$ cat src/rtl/text_console_writer.sv
// rtl/text_console_writer.sv - character-RAM write controller for the text console
// Turns a byte stream into cursor-addressed RAM writes, with line and full-screen clearing.
module text_console_writer #(
   parameter int COLS   = 20,
   parameter int ROWS   = 15,
   parameter int ADDR_W = 9
) (
   input  logic              px_clk,
   input  logic              rst,
   input  logic [7:0]        in_data,
   input  logic              in_valid,
   output logic              in_ready,
   input  logic              clear,
   output logic              busy,
   output logic              wr_en,
   output logic [ADDR_W-1:0] wr_addr,
   output logic [7:0]        wr_data,
   output logic [4:0]        cursor_col,
   output logic [3:0]        cursor_row
);

   // One spare bit so the counter can reach ROWS*COLS even when it equals 2**ADDR_W.
   localparam int               CNT_W    = ADDR_W + 1;
   localparam logic [CNT_W-1:0] TOTAL    = CNT_W'(ROWS * COLS);
   localparam logic [CNT_W-1:0] LINE     = CNT_W'(COLS);
   localparam logic [4:0]       LAST_COL = 5'(COLS - 1);
   localparam logic [3:0]       LAST_ROW = 4'(ROWS - 1);
   localparam logic [7:0]       SPACE    = 8'h20;

   typedef enum logic [1:0] {
      ST_CLEAR,
      ST_CLRLINE,
      ST_IDLE
   } state_t;

   state_t             state, state_n;
   logic [CNT_W-1:0]   cnt, cnt_n;
   logic               wr_en_n;
   logic [ADDR_W-1:0]  wr_addr_n;
   logic [7:0]         wr_data_n;
   logic [4:0]         col_n;
   logic [3:0]         row_n;
   logic [3:0]         next_row;

   function automatic logic [ADDR_W-1:0] addr_of(input logic [3:0] row, input int col);
      return ADDR_W'(int'(row) * COLS + col);
   endfunction

   assign in_ready = (state == ST_IDLE) && !clear;
   assign busy     = (state == ST_CLEAR) || (state == ST_CLRLINE);
   // The screen wraps to the top row instead of scrolling.
   assign next_row = (cursor_row == LAST_ROW) ? 4'd0 : cursor_row + 4'd1;

   always_ff @(posedge px_clk or posedge rst) begin
      if (rst) begin
         state      <= ST_CLEAR;
         cnt        <= '0;
         wr_en      <= 1'b0;
         wr_addr    <= '0;
         wr_data    <= SPACE;
         cursor_col <= 5'd0;
         cursor_row <= 4'd0;
      end else begin
         state      <= state_n;
         cnt        <= cnt_n;
         wr_en      <= wr_en_n;
         wr_addr    <= wr_addr_n;
         wr_data    <= wr_data_n;
         cursor_col <= col_n;
         cursor_row <= row_n;
      end
   end

   always_comb begin
      state_n   = state;
      cnt_n     = cnt;
      wr_en_n   = 1'b0;
      wr_addr_n = wr_addr;
      wr_data_n = wr_data;
      col_n     = cursor_col;
      row_n     = cursor_row;

      if (clear) begin
         state_n = ST_CLEAR;
         cnt_n   = '0;
      end else begin
         case (state)
            ST_CLEAR: begin
               if (cnt == TOTAL) begin
                  state_n = ST_IDLE;
                  col_n   = 5'd0;
                  row_n   = 4'd0;
               end else begin
                  wr_en_n   = 1'b1;
                  wr_addr_n = cnt[ADDR_W-1:0];
                  wr_data_n = SPACE;
                  cnt_n     = cnt + 1'b1;
               end
            end

            ST_CLRLINE: begin
               if (cnt == LINE) begin
                  state_n = ST_IDLE;
               end else begin
                  wr_en_n   = 1'b1;
                  wr_addr_n = addr_of(cursor_row, int'(cnt));
                  wr_data_n = SPACE;
                  cnt_n     = cnt + 1'b1;
               end
            end

            default: begin
               if (in_valid) begin
                  if (in_data >= 8'h20 && in_data <= 8'h7E) begin
                     wr_en_n   = 1'b1;
                     wr_addr_n = addr_of(cursor_row, int'(cursor_col));
                     wr_data_n = in_data;
                     if (cursor_col == LAST_COL) begin
                        // Character write goes out first; the line clear follows it.
                        col_n   = 5'd0;
                        row_n   = next_row;
                        state_n = ST_CLRLINE;
                        cnt_n   = '0;
                     end else begin
                        col_n = cursor_col + 5'd1;
                     end
                  end else if (in_data == 8'h0A) begin
                     // LF issues column 0 of the new row itself, so the clear starts next cycle.
                     wr_en_n   = 1'b1;
                     wr_addr_n = addr_of(next_row, 0);
                     wr_data_n = SPACE;
                     col_n     = 5'd0;
                     row_n     = next_row;
                     state_n   = ST_CLRLINE;
                     cnt_n     = CNT_W'(1);
                  end else if (in_data == 8'h0D) begin
                     col_n = 5'd0;
                  end else if (in_data == 8'h08) begin
                     if (cursor_col != 5'd0) begin
                        wr_en_n   = 1'b1;
                        wr_addr_n = addr_of(cursor_row, int'(cursor_col) - 1);
                        wr_data_n = SPACE;
                        col_n     = cursor_col - 5'd1;
                     end
                  end else if (in_data == 8'h0C) begin
                     state_n = ST_CLEAR;
                     cnt_n   = '0;
                  end
               end
            end
         endcase
      end
   end

endmodule

$ cat config.mk
export PLATFORM = sky130hd
export DESIGN_NAME = text_console_writer
export DESIGN_NICKNAME = d
export VERILOG_FILES = /design/src/rtl/text_console_writer.sv
export SDC_FILE = /design/constraint.sdc
export NUM_CORES = 1
export LEC_CHECK = 0
export ABC_AREA = 1
export CAP_MARGIN = 20
export CORE_ASPECT_RATIO = 0.75
export CORE_UTILIZATION = 63
export CTS_BUF_LIST = sky130_fd_sc_hd__clkbuf_4
export DETAILED_ROUTE_END_ITERATION = 16
export PLACE_DENSITY = 0.88
export SYNTH_ARGS = -nofsm -noshare
export SYNTH_HDL_FRONTEND = slang
export SYNTH_SLANG_ARGS = --single-unit
$ cat constraint.sdc
create_clock -name px_clk -period 4.4 [get_ports px_clk]
set_input_delay 0.88 -clock px_clk [delete_from_list [all_inputs] [get_ports px_clk]]
set_output_delay 0.88 -clock px_clk [all_outputs]
set_load 0.01 [all_outputs]
==> impl_metrics.toml <==
[run_status]
status = "completed"

[power]
vdd_ir_drop_max_mv = 0.173
p_leak_nw = 1.94
total_power_w = 0.00112
p_per_area_nw_per_um2 = 274

[route]
viasPerCell = 5.87
drc = 0
ant_nets = 0
vias = 3715
drtPass1Iterations = 5
wl_um = 9560
drt_iter0_markers = 310
wl_per_cell_um = 15.1

[logic_synthesis]
synth_nets = 564
synth_top_area_share_pct = 26.6
syn-cell-area_um2 = 3580
synth_top_area_cell = "dfrtp_1"
ys.flop_type = "dfrtp_1"
netlist_instances = 520
synth_edf_count = 0
synth-seq-cells = 39
async_reset_ff_share_pct = 100
synth.yosys.seq_area_share_pct = 27.3
synth_warnings = 0
avgSynthCellArea_um2 = 6.88
synthTopCellsByArea = "dfrtp_1 27%, nand2_1 14%, ha_1 9.4%, inv_1 6.4%, nand3_1 5.9%"
synth_cell_type_count = 42

[final_layout]
final_nets = 601
layout_commonest_cell = "nand2_1"
layout_common_cells = "130 x nand2_1, 61 x inv_1, 46 x nor2_1"
area_growth_pct = 14.0
drive_gt1_share_pct = 7.53
antenna_cells = 0
fin_cells = 633

[setup_path]
cp_max_fo = 6
cpPeakStageDelay_ns = 0.54
cp.arrival_ns = 2.42
path_buf_inv = 3
required_ns = 3.52
r2r_end = "wr_addr[8]"
r2r_slack_ns = 1.32
cp-start-kind = "primary input"
path_depth = 5
slowest_stage = "clkdlybuf4s50_1"
critPathKind = "primary input to output port"
critPathCapture = "in_ready"
r2r_cells = 15
end_kind = "output port"
worstPathCellList = "clkdlybuf4s50_1 -> nor2_1 -> inv_1 -> nor2_1 -> clkdlybuf4s50_1"
r2r_start = "cursor_row[1]"
crit_family = "buffers and inverters"
crit_start = "clear"

[sta]
slew_viol_final = 0
rsz0062_at_grt = "no"
layout_min_cycle_time_ns = 3.30
worstMarginPinSlew_ns = 0.930
slew_headroom_pct = 37.9
timing.final.hold_violations = 0
fmax_mhz = 303
setup_viol = 0
period_share_pct = 75.1
worst_slack_ns = 1.10
whs_ns = 0.483
skew_ns = 0.0253
tns_ns = 0

[clock_tree]
cts_root_buf = "clkbuf_4"
insertion_delay_ns = 0.37
path_clk_slew_ns = 0.14
cts_tree = "done"
post_cts_buffers = 0
htree_levels = 2
cts_buffer_depth = 2
cts_buffers = 5
cts_resized = 0
ctsHoldBuffers = 0
clkSinkCount = 39

[grt]
grt_max_degree = 26
grt_pass1_vias = 3322
grt.total_usage_pct = 33.3
grt_pass1_wl_um = 15100
overflow = 0
grt_antenna_before_repair = 0

[job]
drv_cap = 0

[floorplanning]
core.rowCount = 23
die_h_um = 67.3
initial_core_util_pct = 66.2
core_area_um2 = 5410
ios = 41
die-area_um2 = 5990
die_x_um = 89.0

[placed_design]
portBuffers = 40
dp_hpwl_um = 7370
place_congestion = 0.928
dp.cells = 625
dpl_worst_slack_ns = 1.11

[hold_path]
min_path_type = "register to register"
stage by stage:
step                utilization [%]  instance area [um^2]
global placement               73.9                  4000
floorplan                         -                  3580
CTS                            75.4                  4080
detailed placement             73.9                  4000
global route                   75.4                  4080
finish                         75.4                  4080
worst min path at each step:
stage	start	to	slack (ns)	cells past startpoint
CTS	wr_data[5]	wr_data[5]	0.48	2
global placement	wr_data[5]	wr_data[5]	0.47	2
floorplan	wr_data[5]	wr_data[5]	0.48	2
finish	wr_data[5]	wr_data[5]	0.48	2
detailed placement	wr_data[5]	wr_data[5]	0.47	2
global route	wr_data[5]	wr_data[5]	0.52	2
tightest hold or removal path, stage by stage (launching register included):
cell	delay, ns
dfstp_2	0.39
nand2_1	0.05
o21ai_1	0.05
cells in the mapped netlist (4+ instances only):
master / instances
o21ai_1: 25
o21ai_0: 26
dfrtp_1: 38
nand3_1: 42
inv_2: 9
ha_1: 27
a21oi_1: 23
nand4_1: 9
nand2_2: 4
xor2_1: 14
buf_6: 4
nand2_1: 130
nor2_4: 4
nor2_1: 46
fa_1: 5
inv_1: 61
nor3_1: 12
cell type report:
class / instances / area (um^2)
Sequential cell: 39 / 977
Tap cell: 75 / 93.8
Timing Repair Buffer: 42 / 415
Multi-Input combinational cell: 398 / 2240
Clock inverter: 3 / 43.8
Clock buffer: 5 / 37.5
Fill cell: 442 / 1330
Inverter: 71 / 269
layer usage:
metal	GRT usage [%]	part of all wire [%]	vias to the layer above
li1	-	-	1768
met1	44.6	44	1714
met2	54.6	45	197
met3	6.23	9.8	36
met4	11.3	2.1	0
met5	0	0	-
flip-flops by register name, summed over array words and instances, names as in the netlist:
signal,cells
state,2
wr_data,8
wr_en,1
wr_addr,9
cursor_col,5
cnt,10
cursor_row,4
cells by family (layout without fill, tap and decap cells):
kind of cell,Yosys count,in the layout,synth area share (%)
buffers and inverters,83,121,10.0
adder cells (fa/ha/maj),32,32,12.2
AND/OR/NAND/NOR,267,267,34.3
XOR/XNOR,16,16,3.91
flip-flops,39,39,27.3
AO/OA/AOI/OAI,83,83,12.2
power by group:
part	internal [W]	total [W]	leakage, nW	switching, W
logic	0.000179	0.000446	1.38	0.000267
registers	0.000384	0.000423	0.520	0.0000390
clock network	0.000120	0.000250	0.0452	0.000130
No activity file was read; power rests on OpenSTA's default activity.
==> patch 1, RTL diff (same flow settings) <==
The 3 states of `state_t` get a one-hot encoding in 3 bits.
--- a/src/rtl/text_console_writer.sv
+++ b/src/rtl/text_console_writer.sv
@@ -29,6 +29,6 @@
 
-   typedef enum logic [1:0] {
-      ST_CLEAR,
-      ST_CLRLINE,
-      ST_IDLE
+   typedef enum logic [2:0] {
+      ST_CLEAR   = 3'b001,
+      ST_CLRLINE = 3'b010,
+      ST_IDLE    = 3'b100
    } state_t;
Function: no difference found for any inputs over 10 cycles, from zero or initial values and one cycle with rst high; not proved beyond that.
==> patch 1 against the unedited design <==
  * First-iteration DRC count increased by 16%
  * Design area grew 6.7%
  * Area after synthesis rose by 7.3%
  * Setup slack worse by 0.0092 ns
  * Routed wire length increased by 5.6%
  * Core utilization fell by 1.1 points
  * Largest cell class unchanged
  * Sequential cell count up 1
  * Global-route usage up 0.056 points
  * Die area increased by 7.1%
Power is not compared: it rests on default switching activity, and its combinational part moved more than twofold at a synthesized area within 25%.
==> patch 1: results (changes against the unedited design) <==
critical_path:
  cp_max_fo: 16  # +10
  reg2reg_depth: 16  # +1
  critical_path.startpoint: "state[0]$_DFFE_PP1P_"
  critPathMaxStageDelay_ns: 0.60  # +0.06 ns
  r2r_slack_ns: 1.16  # -0.16 ns
logic_synthesis:
  synth_nets: 657  # +16%
  synth_commonest_cells: "nand2_1 (242), inv_1 (79), nand3_1 (74)"
  syn_avg_cell_area_um2: 6.26  # -9.0%
  synth.area.top_cells: "dfrtp_1 (25%), nand2_1 (24%), nand3_1 (9.6%)"
  ys_types: 35  # -17%
  seq_area_frac_synth_pct: 26.1  # -1.2 points
routing:
  wirelength_um: 10100  # +5.6%
  wire_per_inst_um: 13.9  # -8.3%
  drt-initial-drc-count: 359  # +16%
  vias: 4095  # +10%
  drt-pass1-iter-count: 6  # +1
clock_network:
  path_clk_slew_ns: 0.12  # -0.02 ns
sta:
  slew_headroom_pct: 59.6  # +22 points
  clock_skew_ns: 0.0164  # -0.00891 ns
cells_and_area:
  drive_gt1_share_pct: 5.38  # -2.2 points
  fillers: 500  # +13%
place:
  dp_cells: 721  # +15%
  place_congestion: 0.932  # +0.44%
global_route:
  grt_pass1_wl_um: 17100  # +13%
  track_usage_pct: 33.4  # +0.056 points
  grt_pass1_vias: 3764  # +13%
run_status:
  status: "complete, no violations"
-- patch 1: cell types whose count changed after synthesis, moves of 3 or more --
cell / delta
a21oi_1: -13
clkbuf_1: +3
inv_1: +18
nand2_1: +112
nand3_1: +32
nor2_1: -6
nor3_1: -7
nor4_1: +3
o21ai_0: -6
o21ai_1: -18
xor2_1: -7
-- patch 1: worst register-to-register path, delay by kind of cell (launching register included) --
family | cells | cell delay (ns)
AO/OA/AOI/OAI | 1 | 0.21
adder cells (fa/ha/maj) | 4 | 1.33
AND/OR/NAND/NOR | 10 | 0.82
buffers and inverters | 1 | 0.10
flip-flops | 1 | 0.75
-- patch 1: power breakdown --
part / switching (mW) / total, mW / internal, mW
clock network: 0.137 / 0.198 / 0.0615
logic: 1.03 / 1.66 / 0.630
registers: 0.140 / 0.621 / 0.481
-- patch 1: per-stage QoR --
step	power, mW	area (um^2)
2_1_floorplan	1.75	3840
3_3_place_gp	2.20	4270
3_5_place_dp	2.25	4300
4_1_cts	2.45	4350
5_1_grt	2.70	4350
6_report	2.48	4350
-- patch 1: worst min path at each step --
stage / slack, ns / from / endpoint
after detailed placement: 0.47 / state[0]$_DFFE_PP1P_ / state[0]$_DFFE_PP1P_
final: 0.49 / state[0]$_DFFE_PP1P_ / state[0]$_DFFE_PP1P_
after global placement: 0.47 / wr_data[2]$_DFFE_PP0P_ / wr_data[2]$_DFFE_PP0P_
after floorplan: 0.45 / state[0]$_DFFE_PP1P_ / state[0]$_DFFE_PP1P_
after global routing: 0.51 / state[0]$_DFFE_PP1P_ / state[0]$_DFFE_PP1P_
after CTS: 0.50 / state[0]$_DFFE_PP1P_ / state[0]$_DFFE_PP1P_
-- patch 1: final cells by class --
| cell class | count | area share [%] |
|---|---|---|
| Multi-Input combinational cell | 475 | 56.0 |
| Sequential cell | 40 | 23.0 |
| Timing Repair Buffer | 42 | 10.0 |
| Inverter | 86 | 7.41 |
| Tap cell | 78 | 2.24 |
| Clock buffer | 5 | 0.862 |
| Clock inverter | 3 | 0.431 |
-- patch 1: logic make-up (layout without fill, tap and decap cells) --
logic type / count (synthesis) / count (layout) / share of synthesized area [%]
AO/OA/AOI/OAI: 44 / 44 / 6.22
XOR/XNOR: 8 / 8 / 1.82
adder cells (fa/ha/maj): 32 / 32 / 11.4
buffers and inverters: 98 / 136 / 10.4
flip-flops: 40 / 40 / 26.1
AND/OR/NAND/NOR: 391 / 391 / 44.1
-- patch 1: routing by layer --
layer	global-route usage [%]	up-vias	part of all wire [%]
met3	6.47	29	6.8
met5	0	-	0
li1	-	2021	-
met1	44.9	1891	45
met4	10.1	0	2.1
met2	54.5	154	46
==> patch 2, RTL diff (same flow settings) <==
Without the edit above. Change the parameter `ADDR_W` from 9 to 7.
--- a/src/rtl/text_console_writer.sv
+++ b/src/rtl/text_console_writer.sv
@@ -5,3 +5,3 @@
    parameter int ROWS   = 15,
-   parameter int ADDR_W = 9
+   parameter int ADDR_W = 7
 ) (
Interface: changed (resized wr_addr); port bits go from 41 to 39. No check against the original RTL was run, so the function may have changed too.
==> patch 2 against the unedited design <==
  * Design area is 11% lower
  * Global-route usage down 2.0 points
  * Critical path type unchanged
  * Final cell count decreased by 13%
  * Synthesized cell count decreased by 13%
  * Setup slack gained 0.15 ns
  * First-iteration DRC count is 26% lower
  * Power grew 33%
  * Area after synthesis fell by 13%
  * Routed wire length fell by 20%
  * Sequential cell count is 4 lower
==> patch 2: results (changes against the unedited design) <==
logic_synthesis:
  ys_types: 41  # -2.4%
  synthXorXnorAreaFrac_pct: 2.25  # -1.7 points
  synth_compound_area_share_pct: 10.7  # -1.5 points
  synth_nets: 490  # -13%
  synth.area.top_cells: "dfrtp_1 (27%), nand2_1 (18%), ha_1 (8.8%)"
  synth_commonest_cells: "nand2_1 (149), inv_1 (52), nand3_1 (48)"
routing:
  drt-pass1-iter-count: 7  # +2
  wirelength_um: 7680  # -20%
  wire_per_inst_um: 14.0  # -7.6%
global_route:
  track_usage_pct: 31.4  # -2.0 points
  grt_pass1_vias: 2932  # -12%
  grt.met2_usage_pct: 50.0  # -4.6 points
  met3_usage_pct: 9.38  # +3.1 points
  grt_pass1_wl_um: 13200  # -12%
sta:
  slew_headroom_pct: 55.4  # +17 points
  holdWs_ns: 0.487  # +0.00464 ns
critical_path:
  critPathMaxStageDelay_ns: 0.58  # +0.04 ns
  worstPathArrival_ns: 2.27  # -0.15 ns
  reg2reg_depth: 14  # -1
  r2r_slack_ns: 1.78  # +0.46 ns
  cp_max_fo: 8  # +2
place:
  place_congestion: 0.948  # +2.2%
  portBuffers: 38  # -5.0%
  dp_cells: 541  # -13%
clock_network:
  path_clk_slew_ns: 0.10  # -0.04 ns
  clock_latency_ns: 0.34  # -0.03 ns
power_and_ir_drop:
  peakVddDrop_mv: 0.389  # +120%
  p_leak_nw: 1.84  # -5.4%
run_status:
  status: "complete, no violations"
cells_and_area:
  fin_nets: 529  # -12%
  reg_top3: "cnt: 8 flops, wr_data: 8 flops, wr_addr: 7 flops"
  drive_gt1_share_pct: 8.92  # +1.4 points
hold_path:
  hp-start: "wr_addr[5]$_DFFE_PP0P_"
==> patch 2: cell types whose count changed in the layout (fill, tap and decap cells not counted), sizes merged, moves of 10 or more <==
cell,change
a21oi,-10
o21ai,-16
inv,-15
nand2,+24
nor2,-16
==> patch 2: where the power goes <==
part           switching [mW]  leakage [nW]  internal, mW  total (mW)
Combinational           0.503          1.33         0.349       0.853
Sequential             0.0595         0.464         0.348       0.408
Clock                   0.111        0.0426         0.117       0.228
Total                   0.674          1.84         0.815        1.49
==> patch 2: per-layer routing <==
metal	vias up	routed length (um)
li1	1530	-
met1	1405	3370
met2	136	3520
met3	19	678
met4	0	102
met5	-	0
==> patch 2: final timing paths <==
kind | endpoint
setup / recovery | in_ready
hold / removal | wr_addr[5]$_DFFE_PP0P_
setup reg to reg | wr_addr[6]$_DFFE_PP0P_
hold reg to reg | wr_addr[5]$_DFFE_PP0P_
max in group asynchronous | cnt[1]$_DFFE_PP0P_
min in group asynchronous | wr_data[3]$_DFFE_PP0P_
==> patch 2: layout make-up <==
| class | instances | area (um^2) |
|---|---|---|
| well taps | 57 | 71.3 |
| clock buffers | 5 | 37.5 |
| multi-input cells | 352 | 1950 |
| fillers | 326 | 980 |
| clock inverters | 3 | 38.8 |
| inverters | 57 | 221 |
| flip-flops and latches | 35 | 877 |
| repair buffers | 41 | 423 |
==> patch 2: kinds of logic (layout without fill, tap and decap cells) <==
kind of cell               Yosys count  count (layout)
xor gates and xnor gates             8               8
AOI/OAI and AO/OA                   56              56
adders and majority gates           25              25
DFF                                 35              35
and+or+nand+nor                    263             263
buffers and inverters               66             106
==> patch 2: per-stage QoR <==
| stage | setup WS, ns | total power, mW | instance area (um^2) |
|---|---|---|---|
| final | 1.25 | 1.49 | 3620 |
| after global routing | 1.23 | 1.63 | 3620 |
| after CTS | 1.26 | 1.48 | 3590 |
| after detailed placement | 1.25 | 1.24 | 3510 |
| after global placement | 1.32 | 1.22 | 3510 |
| after floorplan | 2.12 | 1.02 | 3120 |
==> patch 2: critical path, delay by kind of cell <==
family	cells	cell delay [ns]
simple gates	1	0.25
buf+inv	2	1.14
